**src/rtl/uriscv_muldiv_issue_if.sv**
```systemverilog
// Request/response and multiply-divide unit signal bundle for uriscv_muldiv_issue.
// The slave modport is the issue block; the master modport is its environment.
interface uriscv_muldiv_issue_if #(
    parameter int unsigned N = 16
);
    logic         req_valid_i;
    logic         req_ready_o;
    logic [2:0]   req_op_i;
    logic [N-1:0] req_ra_i;
    logic [N-1:0] req_rb_i;

    logic         rsp_valid_o;
    logic         rsp_ready_i;
    logic [N-1:0] rsp_result_o;
    logic         rsp_err_o;

    logic         md_valid_o;
    logic         md_inst_mul_o;
    logic         md_inst_mulh_o;
    logic         md_inst_mulhsu_o;
    logic         md_inst_mulhu_o;
    logic         md_inst_div_o;
    logic         md_inst_divu_o;
    logic         md_inst_rem_o;
    logic         md_inst_remu_o;
    logic [N-1:0] md_operand_ra_o;
    logic [N-1:0] md_operand_rb_o;
    logic         md_stall_i;
    logic         md_ready_i;
    logic [N-1:0] md_result_i;

    modport slave (
        input  req_valid_i, req_op_i, req_ra_i, req_rb_i,
        output req_ready_o,
        output rsp_valid_o, rsp_result_o, rsp_err_o,
        input  rsp_ready_i,
        output md_valid_o, md_inst_mul_o, md_inst_mulh_o, md_inst_mulhsu_o, md_inst_mulhu_o,
        output md_inst_div_o, md_inst_divu_o, md_inst_rem_o, md_inst_remu_o,
        output md_operand_ra_o, md_operand_rb_o,
        input  md_stall_i, md_ready_i, md_result_i
    );

    modport master (
        output req_valid_i, req_op_i, req_ra_i, req_rb_i,
        input  req_ready_o,
        input  rsp_valid_o, rsp_result_o, rsp_err_o,
        output rsp_ready_i,
        input  md_valid_o, md_inst_mul_o, md_inst_mulh_o, md_inst_mulhsu_o, md_inst_mulhu_o,
        input  md_inst_div_o, md_inst_divu_o, md_inst_rem_o, md_inst_remu_o,
        input  md_operand_ra_o, md_operand_rb_o,
        output md_stall_i, md_ready_i, md_result_i
    );
endinterface

```
**src/rtl/uriscv_muldiv_issue.sv**
```systemverilog
// Single-outstanding issue/response sequencer in front of a RISC-V multiply/divide unit.
// Optional watchdog selected by defining URISCV_MULDIV_ISSUE_TIMEOUT_EN.
module uriscv_muldiv_issue #(
    parameter int unsigned N       = 16,
    parameter int unsigned TIMEOUT = 40
) (
    input  logic                 clk_i,
    input  logic                 rst_i,
    uriscv_muldiv_issue_if.slave bus
);
    typedef enum logic [1:0] {S_IDLE, S_ISSUE, S_WAIT, S_RESP} state_t;

    state_t       state_q, state_d;
    logic         md_valid_q, md_valid_d;
    logic [7:0]   inst_q, inst_d;
    logic [N-1:0] ra_q, ra_d;
    logic [N-1:0] rb_q, rb_d;
    logic [N-1:0] result_q, result_d;
    logic         rsp_valid_q;
    logic         timeout_hit;

    // Next state; md_* next values are zero unless the next cycle is an ISSUE cycle
    always_comb begin
        state_d    = state_q;
        md_valid_d = 1'b0;
        inst_d     = '0;
        ra_d       = '0;
        rb_d       = '0;
        result_d   = result_q;
        case (state_q)
            S_IDLE: begin
                if (bus.req_valid_i) begin
                    state_d    = S_ISSUE;
                    md_valid_d = 1'b1;
                    inst_d     = 8'b1 << bus.req_op_i;
                    ra_d       = bus.req_ra_i;
                    rb_d       = bus.req_rb_i;
                end
            end
            S_ISSUE: begin
                if (timeout_hit) begin
                    state_d  = S_RESP;
                    result_d = '0;
                end else if (bus.md_stall_i) begin
                    md_valid_d = 1'b1;
                    inst_d     = inst_q;
                    ra_d       = ra_q;
                    rb_d       = rb_q;
                end else begin
                    state_d = S_WAIT;
                end
            end
            S_WAIT: begin
                if (bus.md_ready_i) begin
                    state_d  = S_RESP;
                    result_d = bus.md_result_i;
                end else if (timeout_hit) begin
                    state_d  = S_RESP;
                    result_d = '0;
                end
            end
            S_RESP: begin
                if (bus.rsp_ready_i) begin
                    state_d = S_IDLE;
                end
            end
            default: state_d = S_IDLE;
        endcase
    end

    always_ff @(posedge clk_i or posedge rst_i) begin
        if (rst_i) begin
            state_q     <= S_IDLE;
            md_valid_q  <= 1'b0;
            inst_q      <= '0;
            ra_q        <= '0;
            rb_q        <= '0;
            result_q    <= '0;
            rsp_valid_q <= 1'b0;
        end else begin
            state_q     <= state_d;
            md_valid_q  <= md_valid_d;
            inst_q      <= inst_d;
            ra_q        <= ra_d;
            rb_q        <= rb_d;
            result_q    <= result_d;
            rsp_valid_q <= (state_d == S_RESP);
        end
    end

`ifdef URISCV_MULDIV_ISSUE_TIMEOUT_EN
    localparam int unsigned CNT_W = $clog2(TIMEOUT + 1);

    logic [CNT_W-1:0] wd_cnt_q;
    logic             err_q;

    // Counter sits at zero while idle, so it starts from zero on every ISSUE entry
    always_ff @(posedge clk_i or posedge rst_i) begin
        if (rst_i) begin
            wd_cnt_q <= '0;
            err_q    <= 1'b0;
        end else begin
            if (state_q == S_IDLE) begin
                wd_cnt_q <= '0;
            end else if (state_q == S_ISSUE || state_q == S_WAIT) begin
                wd_cnt_q <= wd_cnt_q + CNT_W'(1);
            end
            if (state_q != S_RESP && state_d == S_RESP) begin
                err_q <= !(state_q == S_WAIT && bus.md_ready_i);
            end
        end
    end

    assign timeout_hit   = (state_q == S_ISSUE || state_q == S_WAIT) &&
                           (wd_cnt_q == CNT_W'(TIMEOUT - 1));
    assign bus.rsp_err_o = err_q;
`else
    assign timeout_hit   = 1'b0;
    assign bus.rsp_err_o = 1'b0;
`endif

    // Ready is a decode of the idle state, masked so it reads low throughout reset
    assign bus.req_ready_o      = (state_q == S_IDLE) && !rst_i;
    assign bus.rsp_valid_o      = rsp_valid_q;
    assign bus.rsp_result_o     = result_q;
    assign bus.md_valid_o       = md_valid_q;
    assign bus.md_inst_mul_o    = inst_q[0];
    assign bus.md_inst_mulh_o   = inst_q[1];
    assign bus.md_inst_mulhsu_o = inst_q[2];
    assign bus.md_inst_mulhu_o  = inst_q[3];
    assign bus.md_inst_div_o    = inst_q[4];
    assign bus.md_inst_divu_o   = inst_q[5];
    assign bus.md_inst_rem_o    = inst_q[6];
    assign bus.md_inst_remu_o   = inst_q[7];
    assign bus.md_operand_ra_o  = ra_q;
    assign bus.md_operand_rb_o  = rb_q;
endmodule

```
**src/flat_wrapper.sv**
```systemverilog
// flat-port wrapper written by rule: the top's interface ports become plain ports
module uriscv_muldiv_issue_flat 
#(
    parameter int unsigned N       = 16,
    parameter int unsigned TIMEOUT = 40
)
  (clk_i, rst_i, bus_req_valid_i, bus_req_op_i, bus_req_ra_i, bus_req_rb_i, bus_req_ready_o, bus_rsp_valid_o, bus_rsp_result_o, bus_rsp_err_o, bus_rsp_ready_i, bus_md_valid_o, bus_md_inst_mul_o, bus_md_inst_mulh_o, bus_md_inst_mulhsu_o, bus_md_inst_mulhu_o, bus_md_inst_div_o, bus_md_inst_divu_o, bus_md_inst_rem_o, bus_md_inst_remu_o, bus_md_operand_ra_o, bus_md_operand_rb_o, bus_md_stall_i, bus_md_ready_i, bus_md_result_i);
  uriscv_muldiv_issue_if #(.N(N)) bus_i ();
  input  logic clk_i;
  input  logic rst_i;
  input wire logic [$bits(bus_i.req_valid_i)-1:0] bus_req_valid_i;
  input wire logic [$bits(bus_i.req_op_i)-1:0] bus_req_op_i;
  input wire logic [$bits(bus_i.req_ra_i)-1:0] bus_req_ra_i;
  input wire logic [$bits(bus_i.req_rb_i)-1:0] bus_req_rb_i;
  output wire logic [$bits(bus_i.req_ready_o)-1:0] bus_req_ready_o;
  output wire logic [$bits(bus_i.rsp_valid_o)-1:0] bus_rsp_valid_o;
  output wire logic [$bits(bus_i.rsp_result_o)-1:0] bus_rsp_result_o;
  output wire logic [$bits(bus_i.rsp_err_o)-1:0] bus_rsp_err_o;
  input wire logic [$bits(bus_i.rsp_ready_i)-1:0] bus_rsp_ready_i;
  output wire logic [$bits(bus_i.md_valid_o)-1:0] bus_md_valid_o;
  output wire logic [$bits(bus_i.md_inst_mul_o)-1:0] bus_md_inst_mul_o;
  output wire logic [$bits(bus_i.md_inst_mulh_o)-1:0] bus_md_inst_mulh_o;
  output wire logic [$bits(bus_i.md_inst_mulhsu_o)-1:0] bus_md_inst_mulhsu_o;
  output wire logic [$bits(bus_i.md_inst_mulhu_o)-1:0] bus_md_inst_mulhu_o;
  output wire logic [$bits(bus_i.md_inst_div_o)-1:0] bus_md_inst_div_o;
  output wire logic [$bits(bus_i.md_inst_divu_o)-1:0] bus_md_inst_divu_o;
  output wire logic [$bits(bus_i.md_inst_rem_o)-1:0] bus_md_inst_rem_o;
  output wire logic [$bits(bus_i.md_inst_remu_o)-1:0] bus_md_inst_remu_o;
  output wire logic [$bits(bus_i.md_operand_ra_o)-1:0] bus_md_operand_ra_o;
  output wire logic [$bits(bus_i.md_operand_rb_o)-1:0] bus_md_operand_rb_o;
  input wire logic [$bits(bus_i.md_stall_i)-1:0] bus_md_stall_i;
  input wire logic [$bits(bus_i.md_ready_i)-1:0] bus_md_ready_i;
  input wire logic [$bits(bus_i.md_result_i)-1:0] bus_md_result_i;
  assign bus_i.req_valid_i = bus_req_valid_i;
  assign bus_i.req_op_i = bus_req_op_i;
  assign bus_i.req_ra_i = bus_req_ra_i;
  assign bus_i.req_rb_i = bus_req_rb_i;
  assign bus_req_ready_o = bus_i.req_ready_o;
  assign bus_rsp_valid_o = bus_i.rsp_valid_o;
  assign bus_rsp_result_o = bus_i.rsp_result_o;
  assign bus_rsp_err_o = bus_i.rsp_err_o;
  assign bus_i.rsp_ready_i = bus_rsp_ready_i;
  assign bus_md_valid_o = bus_i.md_valid_o;
  assign bus_md_inst_mul_o = bus_i.md_inst_mul_o;
  assign bus_md_inst_mulh_o = bus_i.md_inst_mulh_o;
  assign bus_md_inst_mulhsu_o = bus_i.md_inst_mulhsu_o;
  assign bus_md_inst_mulhu_o = bus_i.md_inst_mulhu_o;
  assign bus_md_inst_div_o = bus_i.md_inst_div_o;
  assign bus_md_inst_divu_o = bus_i.md_inst_divu_o;
  assign bus_md_inst_rem_o = bus_i.md_inst_rem_o;
  assign bus_md_inst_remu_o = bus_i.md_inst_remu_o;
  assign bus_md_operand_ra_o = bus_i.md_operand_ra_o;
  assign bus_md_operand_rb_o = bus_i.md_operand_rb_o;
  assign bus_i.md_stall_i = bus_md_stall_i;
  assign bus_i.md_ready_i = bus_md_ready_i;
  assign bus_i.md_result_i = bus_md_result_i;
  uriscv_muldiv_issue #(.N(N), .TIMEOUT(TIMEOUT)) u_core (.clk_i(clk_i), .rst_i(rst_i), .bus(bus_i));
endmodule
```
**config.mk**
```make
export PLATFORM = sky130hd
export DESIGN_NAME = uriscv_muldiv_issue_flat
export DESIGN_NICKNAME = d
export VERILOG_FILES = /design/src/rtl/uriscv_muldiv_issue_if.sv /design/src/rtl/uriscv_muldiv_issue.sv /design/src/flat_wrapper.sv
export SDC_FILE = /design/constraint.sdc
export NUM_CORES = 1
export LEC_CHECK = 0
export BUFFER_PORTS_ARGS = -buffer_cell sky130_fd_sc_hd__buf_2
export CELL_PAD_IN_SITES_DETAIL_PLACEMENT = 2
export CELL_PAD_IN_SITES_GLOBAL_PLACEMENT = 2
export CORE_ASPECT_RATIO = 1.75
export CORE_MARGIN = 3
export CORE_UTILIZATION = 26
export CTS_CLUSTER_SIZE = 40
export DETAILED_ROUTE_END_ITERATION = 16
export MAX_ROUTING_LAYER = met4
export PLACE_DENSITY_LB_ADDON = 0.3
export SLEW_MARGIN = 5
export SYNTH_ARGS = -nofsm -noshare
export SYNTH_HDL_FRONTEND = slang
export SYNTH_SLANG_ARGS = --single-unit
export TNS_END_PERCENT = 20
```
**constraint.sdc**
```tcl
create_clock -name clk_i -period 1.8 [get_ports clk_i]
set_input_delay 0.18 -clock clk_i [delete_from_list [all_inputs] [get_ports clk_i]]
set_output_delay 0.18 -clock clk_i [all_outputs]
set_load 0.02 [all_outputs]
```
[Word-level counts from Yosys, hierarchy flattened]
Index checks and enable logic that the tools add are counted.
Word-level totals
  bits in registers: 60
  input port bits: 57
  output and inout bits: 60
  logic and storage cells: 33
Operators by class
  eq/ne operators: 5
  shift operators: 1
  mux-type cells: 16
  reductions and logical operators: 4
Operator list (number)
  $pmux 16 s2: 2
  $mux 16: 3
  $mux 8: 2
  $pmux 8 s2: 1
  $mux 2: 4
  $pmux 2 s4: 1
  $shl 1x3->8 const A: 1
  $eq 2x2->1 const B: 3
  $eq 2x1->1 const B: 1
  $logic_not 2->1: 1
  $mux 1: 2
  $ne 2x2->1 const B: 1
  $pmux 1 s2: 1
  $reduce_and 2->1: 1
  $logic_and 1x1->1: 1
  $logic_not 1->1: 1

[Longest topological paths before layout]
  depth after elaboration: 3
  depth in mapped cells: 5
  gate-level depth less buffers: 2

[Worst setup path after synthesis]
No wires, ideal clock.
  path kind: flip-flop to flip-flop
  start point: register u_core.state_q[0]
  end point: register u_core.result_q[0], in the netlist u_core.bus.rsp_result_o[0]
  setup time: 0.125 ns
  arrival time: 1.130 ns
  data required time: 1.675 ns
  path slack: 0.545 ns
  cell stages (with the launch flop): 5
  path buffers: 2
  period minus slack after synthesis: 1.255 ns
  cells stage by stage: dfrtp_1 -> buf_6 -> nand3b_4 -> buf_6 -> mux2_4
On the way
  longest elaborated chain between the ends: 2
Ends and longest elaborated chain
  start: declaration: line uriscv_muldiv_issue.sv:13  | state_t state_q, state_d;
  start signal: assignment: line uriscv_muldiv_issue.sv:81  | state_q <= state_d;
  $eq 2x2->1: line uriscv_muldiv_issue.sv:30  | case (state_q)
  $reduce_and 2->1 (no source line)
  end signal: assignment: line uriscv_muldiv_issue.sv:86  | result_q <= result_d;
  end: declaration: line uriscv_muldiv_issue.sv:18  | logic [N-1:0] result_q, result_d;
Every way passes these cells.
A chain may end at the register's enable or synchronous reset.

[Worst setup path in the final report]
  start point: register u_core.state_q[0]
  end point: output bus_req_ready_o
On the way
  longest elaborated chain between the ends: 2
Ends and longest elaborated chain
  $logic_not 2->1: line uriscv_muldiv_issue.sv:123  | assign bus.req_ready_o = (state_q == S_IDLE) && !rst_i;
  $logic_and 1x1->1: line uriscv_muldiv_issue.sv:123
  end: declaration: line flat_wrapper.sv:15  | output wire logic [$bits(bus_i.req_ready_o)-1:0] bus_req_ready_o;
Every way passes these cells.

==> run summary <==
==========================================================================================
Outcome                                                                       finished clean
Utilization after layout                                                             0.380
Worst max-slew margin expressed relative to the limit                                0.664
F_max                                                                              693 MHz
Num CTS Buffers                                                                          9
Netlist Area Pre-Place                                                           2380 um^2
Die Ht                                                                              133 um
Synth warnings                                                                           0
Longest Clk Path Bufs                                                                    2
Clk Latency, worst-skew pair                                                       0.33 ns
Max-slew violation count                                                                 0
Count of TritonRoute iterations in the first routing pass                                4
Placement Setup Slack                                                             0.366 ns
DRC violation count after routing                                                        0
Vias post-DR                                                                          1748
Global-route total usage across every layer                                          0.145
Pin count of the biggest net entering global routing                                    61
Violation count after the first detailed-route iteration                                46
Count of endpoints failing hold in the final timing report                               0
Leak                                                                               1.84 nW
Instance count of the mapped netlist                                                   149
Maximum VDD drop                                                                0.000538 V
CP max stage delay                                                                 0.49 ns
Number of enable flip-flop cells after synthesis                                         0
Placed wire-length estimate                                                        5.21 mm
Std-Cell Core Area                                                               8780 um^2
Number of buffers inserted by port buffering                                           115
Crit start category                                                               register
Slack of the critical path                                                        0.357 ns
Root Driver                                                                      clkbuf_16
Worst Path Arrival                                                                 1.26 ns
Final period demand of the worst path                                              1.44 ns
Final nets                                                                             326
Area fraction of the dominant cell type after synthesis                              0.631
Routed WL per cell                                                                 17.7 um
Post-route antenna net violation count                                                   0
Series of cell instances along the critical path                              nor3_1 -> buf_2
Kind of cell with the highest combined delay on the critical path               flip-flops
Mean instance size in the synthesized netlist                                    16.0 um^2
Initial antenna violation count                                                          0
Total inserted antenna cells                                                             0
Final worst path period share                                                        0.801
Std cell rows                                                                           45
CP max-delay cell                                                                  dfrtp_1
Flip-flop cell with the highest count after synthesis                              dfrtp_1
Final Cell Area                                                                  3330 um^2
Maximum level of the CTS H-tree                                                          3
Overflow after GRT                                                                       0
Type of element capturing the critical path                                     output pin
Last weighted congestion value of the routability-driven placer                      0.730
Average via count per standard cell                                                   4.47
Required time of the worst setup path                                              1.62 ns
Number of top-level pins                                                               117
Initial core utilization                                                             0.271
Vias in the first global route                                                        1921
Share of post-route cells with drive strength above 1                                0.573
Post-synth top area cell                                                           dfrtp_1
Synth area leaders                                                            dfrtp_1, a22o_1, mux2_4
Number of nets produced by synthesis                                                   206
RSZ-0062 raised after global routing                                                    no
Placed cell area                                                                 3020 um^2
Asr flop ratio synth                                                                  1.00
Worst Tran Pin Value                                                              0.503 ns
Maximum clock skew at final layout                                              0.00516 ns
Global-route wire length before repair                                             10.9 mm
Total power                                                                        5.28 mW
Clock edge transition at the registers on the reported setup and hold paths        0.05 ns
Crit path buffers/inverters                                                              1
Final Setup Violations                                                                   0
Power per Cell Area                                                           1580 nW/um^2
Number of register bits inferred by synthesis                                           60
Share of the yosys chip area belonging to registers                                  0.631
Area enclosed by the die boundary                                               10400 um^2
Layout overhead on the synthesized area                                              40.0%
Class of the most critical setup path                                         register to output pin
CTS tree                                                                             built
Hold Path Class                                                               input port to register
Drt total wl                                                                       6.93 mm
Die Width                                                                          78.3 um
Max capacitance violation total                                                          0
Highest fanout seen on the critical path                                                10
Total Neg Setup Slack                                                                 0 ns
Number of clock sinks                                                                   60
Netlist cell types                                                                      23
==========================================================================================
[registers in the layout, summed over array words and instances, names as in the netlist]
signal and cells:
u_core.bus.md_valid_o 1, u_core.state_q 2, u_core.bus.md_operand_rb_o 16, u_core.bus.rsp_result_o 16, u_core.inst_q 8, u_core.bus.rsp_valid_o 1
u_core.bus.md_operand_ra_o 16
[cell families after synthesis]
family	share of synthesized area
AND/OR/NAND/NOR	0.0520
other	0.00157
flip-flops	0.631
multiplexers	0.102
AO/OA/AOI/OAI	0.153
buffers and inverters	0.0599
[path summary, 6_finish.rpt]
kind,startpoint,to,slack [ns],depth (start not counted)
hold reg to reg,u_core.bus.md_operand_rb_o[8],u_core.bus.md_operand_rb_o[8],0.50,1
max in group asynchronous,rst_i,u_core.bus.md_operand_rb_o[15],1.05,4
setup reg to reg,u_core.state_q[0],u_core.bus.rsp_result_o[12],0.37,2
hold / removal,bus_req_rb_i[9],u_core.bus.md_operand_rb_o[9],0.07,2
min in group asynchronous,rst_i,u_core.bus.rsp_result_o[13],0.47,4
setup / recovery,u_core.state_q[0],bus_req_ready_o,0.36,2
[metrics by stage]
step                      hold slack [ns]  std cells
after floorplan                     0.313        149
final                              0.0693        391
after CTS                          0.0539        391
after global placement              0.287        374
after global routing               0.0608        391
after detailed placement            0.291        374
[layout by cell type, fill, tap and decap left out, types with 4 or more instances in the layout]
cell type	n
a22o_1	36
a32o_1	4
buf_2	115
buf_4	4
clkbuf_16	9
clkinv_2	4
dfrtp_1	60
mux2_2	6
mux2_4	10
[final cells by class]
type                    instances  area (um^2)
clock buffers                  11          253
clock inverters                 5         50.0
fillers                       952         5450
inverters                       3         11.3
multi-input cells              74          737
flip-flops and latches         60         1500
well taps                     117          146
repair buffers                121          636
[worst reg2reg max path: stages, from the launching register on]
cell and delay (ns):
dfrtp_1 0.54, nand3b_4 0.39, mux2_2 0.38
[per-layer routing]
layer  GRT usage  up-vias  share of wire
li1            -      792              -
met5           -        -              0
met2       0.260       55           0.59
met4      0.0603        0          0.019
met3      0.0470       11          0.050
met1       0.142      890           0.34
[cell usage after synthesis, types with 2 or more instances]
library cell   n
or2b_1         2
mux2_4        10
inv_1          3
a22o_1        36
a32o_1         4
dfrtp_1       60
buf_6         11
nor2b_1        2
mux2_2         6
a21oi_1        2
[report_power, final]
group	total, mW	switching, mW	internal, mW	leakage, nW
clock network	1.71	0.577	1.13	0.155
registers	1.93	0.232	1.69	0.789
logic	1.64	0.931	0.711	0.891
total	5.28	1.74	3.54	1.84
[what timing repair did]
| action | in CTS | in global routing |
|---|---|---|
| endpoints found under the hold margin | 60 | 0 |
| setup buffers | 0 | 0 |
| hold buffers | 1 | 0 |
| gates resized for setup | 0 | 0 |
Note: power is estimated with default switching activity, not from simulation.
